--- config.mk ---
export PLATFORM = sky130hd
export DESIGN_NAME = kernel_mem_sequencer
export DESIGN_NICKNAME = d
export VERILOG_FILES = /design/src/rtl/kernel_seq_pkg.sv /design/src/rtl/kernel_mem_sequencer.sv
export SDC_FILE = /design/constraint.sdc
export NUM_CORES = 1
export LEC_CHECK = 0
export BUFFER_PORTS_ARGS = -buffer_cell sky130_fd_sc_hd__buf_2
export CORE_MARGIN = 5
export CORE_UTILIZATION = 46
export CTS_CLUSTER_SIZE = 16
export DETAILED_ROUTE_END_ITERATION = 8
export PLACE_DENSITY = 0.94
export SLEW_MARGIN = 10
export SYNTH_ARGS = -nofsm -noshare
export SYNTH_HDL_FRONTEND = slang
export SYNTH_SLANG_ARGS = --single-unit
--- constraint.sdc ---
create_clock -name clk -period 3.6 [get_ports clk]
set_input_delay 0.36 -clock clk [delete_from_list [all_inputs] [get_ports clk]]
set_output_delay 0.36 -clock clk [all_outputs]
set_load 0.1 [all_outputs]
--- src/rtl/kernel_seq_pkg.sv ---
// Shared types and default widths for the kernel memory sequencer.
package kernel_seq_pkg;

  localparam int unsigned ADDR_W_DEF  = 5;
  localparam int unsigned DATA_W_DEF  = 32;
  localparam int unsigned TIMEOUT_DEF = 50;

  typedef enum logic [2:0] {
    S_IDLE    = 3'd0,
    S_LOAD    = 3'd1,
    S_RUN     = 3'd2,
    S_READ    = 3'd3,
    S_CAPTURE = 3'd4,
    S_DONE    = 3'd5
  } seq_state_e;

endpackage

--- src/rtl/kernel_mem_sequencer.sv ---
// Preloads a word memory from a stream, runs an HLS kernel under a watchdog,
// then reads back one result word.
module kernel_mem_sequencer
  import kernel_seq_pkg::*;
#(
  parameter int unsigned ADDR_W  = ADDR_W_DEF,
  parameter int unsigned DATA_W  = DATA_W_DEF,
  parameter int unsigned TIMEOUT = TIMEOUT_DEF
) (
  input  logic              clk,
  input  logic              rst,
  input  logic              start,
  input  logic [ADDR_W:0]   num_words,
  input  logic [ADDR_W-1:0] result_addr,
  input  logic              in_valid,
  output logic              in_ready,
  input  logic [DATA_W-1:0] in_data,
  output logic [ADDR_W-1:0] mem_waddr,
  output logic [DATA_W-1:0] mem_wdata,
  output logic              mem_wen,
  output logic [ADDR_W-1:0] mem_raddr,
  input  logic [DATA_W-1:0] mem_rdata,
  output logic              kernel_rst,
  input  logic              kernel_valid,
  output logic              busy,
  output logic              done,
  output logic              timeout_err,
  output logic [DATA_W-1:0] result,
  output logic [31:0]       state_dbg
);

  localparam int unsigned CNT_W = ADDR_W + 1;
  localparam int unsigned TMR_W = (TIMEOUT < 2) ? 1 : $clog2(TIMEOUT + 1);
  localparam logic [CNT_W-1:0] MAX_WORDS = CNT_W'(1) << ADDR_W;

  seq_state_e        state, state_nx;
  logic [CNT_W-1:0]  word_cnt;
  logic [CNT_W-1:0]  wcount;
  logic [ADDR_W-1:0] raddr_q;
  logic [TMR_W-1:0]  run_cnt;
  logic [CNT_W-1:0]  clamped_c;
  logic              take_start_c;
  logic              timeout_hit_c;

  assign clamped_c = (num_words > MAX_WORDS) ? MAX_WORDS : num_words;

  // State register
  always_ff @(posedge clk or negedge rst) begin
    if (!rst) state <= S_IDLE;
    else      state <= state_nx;
  end

  // Next-state and combinational stream/memory handshake
  always_comb begin
    state_nx      = state;
    in_ready      = 1'b0;
    mem_wen       = 1'b0;
    take_start_c  = 1'b0;
    timeout_hit_c = 1'b0;
    case (state)
      S_IDLE, S_DONE: begin
        if (start) begin
          take_start_c = 1'b1;
          state_nx     = (clamped_c != '0) ? S_LOAD : S_RUN;
        end
      end
      S_LOAD: begin
        in_ready = 1'b1;
        if (in_valid) begin
          mem_wen = 1'b1;
          if (wcount == word_cnt - CNT_W'(1)) state_nx = S_RUN;
        end
      end
      S_RUN: begin
        // kernel_valid wins over a coincident timeout
        if (kernel_valid) begin
          state_nx = S_READ;
        end else if (run_cnt == TMR_W'(TIMEOUT - 1)) begin
          timeout_hit_c = 1'b1;
          state_nx      = S_DONE;
        end
      end
      S_READ:    state_nx = S_CAPTURE;
      S_CAPTURE: state_nx = S_DONE;
      default:   state_nx = S_IDLE;
    endcase
  end

  // Job parameters, counters and status registers
  always_ff @(posedge clk or negedge rst) begin
    if (!rst) begin
      word_cnt    <= '0;
      wcount      <= '0;
      raddr_q     <= '0;
      run_cnt     <= '0;
      timeout_err <= 1'b0;
      result      <= '0;
    end else begin
      if (take_start_c) begin
        word_cnt    <= clamped_c;
        raddr_q     <= result_addr;
        wcount      <= '0;
        timeout_err <= 1'b0;
      end
      if (mem_wen) wcount <= wcount + CNT_W'(1);
      // Held at zero outside RUN so it starts cleared on entry
      if (state == S_RUN) run_cnt <= run_cnt + TMR_W'(1);
      else                run_cnt <= '0;
      if (timeout_hit_c) begin
        timeout_err <= 1'b1;
        result      <= '0;
      end
      if (state == S_CAPTURE) result <= mem_rdata;
    end
  end

  assign mem_waddr  = wcount[ADDR_W-1:0];
  assign mem_wdata  = in_data;
  assign mem_raddr  = raddr_q;
  assign kernel_rst = (state != S_RUN);
  assign busy       = (state == S_LOAD) || (state == S_RUN) ||
                      (state == S_READ) || (state == S_CAPTURE);
  assign done       = (state == S_DONE);
  assign state_dbg  = 32'(state);

endmodule

-- Yosys cells after proc, flatten, opt, wreduce, memory -nomap -nowiden
Index checks and enable logic that the tools add are counted.
- flip-flop bits (word level): 59
- bits of input ports: 80
- output and inout port bits: 112
- word-level logic and storage cells: 56
- add/sub/neg operators: 3
- $lt $le $gt $ge: 1
- equality and inequality tests: 12
- multiplexer cells: 23
- reduce and logical (&&, ||, !) cells: 10
- operators with widths (cell ; number):
    32-bit two-way mux ; 2
    6-bit two-way mux ; 4
    3-bit two-way mux ; 5
    3-bit one-hot mux with 5 select lines ; 1
    6-bit by 1-bit adder with 6-bit output, second input constant ; 2
    1-bit two-way mux ; 10
    3-bit by 2-bit equality test with 1-bit output, second input constant ; 2
    3-bit equality test, second input constant ; 2
    6-bit equality test ; 1
    6-bit equality test, second input constant ; 1
    6-bit greater-than comparator, second input constant ; 1
    2-bit inequality test, second input constant ; 3
    2-bit nonzero test ; 3
    6-bit nonzero test ; 1
    6-bit by 1-bit subtractor with 6-bit output, second input constant ; 1
    4-bit AND reduction ; 1
    3-bit by 1-bit equality test with 1-bit output, second input constant ; 1
    3-bit logical NOT ; 1
    1-bit logical OR ; 3
    3-bit by 2-bit inequality test with 1-bit output, second input constant ; 1
    3-bit inequality test, second input constant ; 1
    2-bit two-way mux ; 1
    2-bit OR reduction ; 1

-- Logic depth before layout (Yosys ltp)
- word-level depth: 6
- mapped depth: 7

-- Worst setup path after synthesis
No wires, ideal clock.
- kind: flip-flop to flip-flop
- start point: register state[0]
- end point: register state[0]
- setup time: 0.092 ns
- arrival: 4.278 ns
- data required time: 3.508 ns
- setup slack: -0.771 ns
- stages on the path, launching flop included: 5
- cells stage by stage: dfrtp_1 buf_2 nor3b_1 o311ai_0 o211ai_1
- longest elaborated chain between the ends: 4
- elaborated cells between the ends (all ways): 13
- classes of those cells: 9 x eq/ne; 1 x mux; 3 x reduce/logical
- RTL lines (item ; RTL line ; source):
    from (decl) ; kernel_mem_sequencer.sv:36 ; seq_state_e state, state_nx;
    from (signal assigned) ; kernel_mem_sequencer.sv:50 ; else state <= state_nx;
    3-bit equality test / 3-bit logical NOT (equally long branches) ; kernel_mem_sequencer.sv:60 ; case (state)
    2-bit OR reduction ; kernel_mem_sequencer.sv:60 ;
    2-bit inequality test (no source line) ; - ;
    4-bit AND reduction (no source line) ; - ;
Several ways; a longest one is shown, not always the timed one.
A chain may end at the register's enable or synchronous reset.

-- Final worst setup path
- start point: register state[2]
- end point: output port mem_wen
- longest elaborated chain between the ends: 2
- RTL lines (item ; RTL line ; source):
    3-bit by 1-bit equality test with 1-bit output ; kernel_mem_sequencer.sv:60 ;
    1-bit two-way mux ; kernel_mem_sequencer.sv:60 ;
    to (decl) ; kernel_mem_sequencer.sv:20 ; output logic mem_wen,
No other way between the ends.

==> metrics <==
class of the most critical setup path=reg2out; first-pass GRT wire length=11010 um; number of primary I/O pins=192; number of hold buffers added after CTS=0; post-synthesis instance area=3067 um^2; endpoint required time on the critical path=about 3.2 ns; clock tree sinks=59; Syn Area/Cell=10.33 um^2; number of design rule violations left after detail routing=0; simple logic cell fraction of the synthesized area=approximately 13%; worst-case headroom to the max-slew limit=a little over half; actual slew at the worst max-slew pin=0.6739 ns; category of the worst setup path capture point=output port; vias after detailed routing=2259; number of clock buffers inserted by TritonCTS=9; number of fill cells in the layout=561; gate count after technology mapping=between 200 and 300; area overhead of the layout relative to synthesis=11.95%; PostCTS Resize Cnt=0; row count=29; Inst Count DP=426; RD Place Congestion=0.7435; commonest non-fill, non-tap cell in the layout=sky130_fd_sc_hd__buf_2; clock root buffer=sky130_fd_sc_hd__clkbuf_8; worst-case clock skew=0.008255 ns; buffers inserted by post-CTS timing repair=0; max-cap check violation count=0; Post-Layout Inst Area=3433 um^2; Port Buffers=98; per-cell routed wire length=around 16 um; top fanout value on the critical path=8; area of the placeable core=around 6400 um^2; final setup vio count=0; mux share of post-synthesis cell area=0.6528%; clock transition at the registers of the reported paths=0.07 ns; antenna violations before repair=0; number of nets still failing antenna checks after routing=0; Die Y=91.65 um; highest attainable clock frequency=0.4468 GHz; xor/xnor cell area share of the yosys netlist=3.427%; Period minus WS final=around 2.2 ns; number of flops mapped to enable cells by yosys=0; clock insertion delay at the later pin of the skew report=0.33 ns; max-slew violation count=0; starting density of the core=47.75%; hpwl dp=5123 um; aggregate negative setup slack=0 ns; number of vias per cell=5.111; area used by sequential logic in the layout=1476 um^2; vias in the first global route=about 2200; Die X-Extent=roughly 92 um; final standard cell count with taps included and fillers excluded=~440; top library cells by usage in the layout, fill and taps aside=sky130_fd_sc_hd__buf_2, sky130_fd_sc_hd__dfrtp_1, sky130_fd_sc_hd__a22o_1; compound-cell area share of the yosys netlist=14.36%; result of the run=complete, no violations; final hold violation count=0; Die Area=8400 um^2; top_reg_cell synth=sky130_fd_sc_hd__dfrtp_1; TritonCTS clock tree=done; sort of element at the start of the critical path=flop; RSZ-0062 raised after global routing=false; Async S/R FF share, synth=100.0%; Ys Warns=0; Post-DP Area=3239 um^2; Post-Synth Adder-Cell Area=1.632%; path type of the worst min-delay path=in2async; Synth Register Bits=just under 60; largest family of logic cells by synthesized area=buffers and inverters; footprint of the multi-input gates=about 1100 um^2; overflow left after global routing=0; sequential element share of the synthesized area=48.14%; deepest level of the CTS H-tree=3; first-pass detailed-route iteration total=4; Synth cell types=approximately 40; layout cell share with drive strength beyond 1=between 30 and 40%; Iteration-0 DRC Markers=65; maximum number of pins on one net before global-route repair=33; Routed WL=6862 um; number of buffers between clock root and the deepest sink=2; GRT Util Overall=roughly 16%; CP Data Arrival Time=1.88 ns; Antenna diodes=0; Nets=444; final period utilization=between 60% and 70%
==> through the flow <==
stage / hold WS [ns] / utilization (%) / worst slack, ns
6_report: 0.04706 / 53.46 / 1.362
5_1_grt: 0.1074 / 53.46 / 1.251
4_1_cts: 0.04573 / 53.46 / 1.351
3_5_place_dp: 0.4136 / 50.44 / 1.730
3_3_place_gp: 0.3938 / 50.44 / 1.800
2_1_floorplan: 0.06441 / - / 0.3490
==> worst paths after layout <==
path | start | to | slack [ns] | cells past startpoint
max in group asynchronous | rst | run_cnt[2] | 2.72 | 2
hold / removal | rst | result[10] | 0.05 | 1
min in group clk | result_addr[2] | mem_raddr[2] | 0.22 | 3
setup / recovery | state[2] | mem_wen | 1.36 | 3
hold reg to reg | mem_raddr[2] | mem_raddr[2] | 0.47 | 2
setup reg to reg | word_cnt[0] | state[0] | 1.78 | 6
==> registers in the layout, indices dropped and copies added, names as in the netlist <==
register     cells
mem_raddr        5
run_cnt          6
wcount           6
word_cnt         6
timeout_err      1
state            3
result          32
==> metal layers <==
metal  wire, um  GRT usage, %  vias up
li1           -             -     1051
met1       2612         18.98     1064
met2       3428         26.90      126
met3        686         5.237       18
met4        134         8.040        0
met5          0             0        -
==> kinds of logic after synthesis <==
kind of cell / Yosys count
fa+ha+maj: 4
simple gates: 77
other cells: 1
xor+xnor: 12
compound gates: 56
flops: 59
buf+inv: 86
mux: 2
==> critical path: stages (launching register included) <==
cell and delay, ns:
sky130_fd_sc_hd__dfrtp_1 0.48, sky130_fd_sc_hd__nand4bb_1 0.38, sky130_fd_sc_hd__inv_1 0.23, sky130_fd_sc_hd__buf_2 0.46
==> layout make-up <==
type / instances / share of cell area, %
clock buffer: 11 / 4.118
clock inverter: 5 / 1.531
inverter: 9 / 0.9840
multi-input combinational: 180 / 32.62
sequential: 59 / 43.00
tap: 77 / 2.806
timing repair buffer: 101 / 14.94
==> Yosys cell counts, types with 2 or more instances <==
library cell	n	area, um^2
sky130_fd_sc_hd__a21oi_1	6	30.03
sky130_fd_sc_hd__a22o_1	33	289.0
sky130_fd_sc_hd__buf_2	10	50.05
sky130_fd_sc_hd__buf_4	66	495.5
sky130_fd_sc_hd__dfrtp_1	59	1476
sky130_fd_sc_hd__ha_1	4	50.05
sky130_fd_sc_hd__inv_1	8	30.03
sky130_fd_sc_hd__mux2i_1	2	20.02
sky130_fd_sc_hd__nand2_1	31	116.4
sky130_fd_sc_hd__nand2b_1	4	25.02
sky130_fd_sc_hd__nand3_1	6	30.03
sky130_fd_sc_hd__nand3b_1	6	45.04
sky130_fd_sc_hd__nand4_1	2	12.51
sky130_fd_sc_hd__nor2_1	17	63.81
sky130_fd_sc_hd__nor3_1	2	10.01
sky130_fd_sc_hd__o21ai_0	5	25.02
sky130_fd_sc_hd__o21bai_1	2	15.01
sky130_fd_sc_hd__xnor2_1	6	52.55
sky130_fd_sc_hd__xor2_1	6	52.55
Power is not shown: default switching activity piles up to over one toggle a cycle in this logic, so the estimate is an artifact.
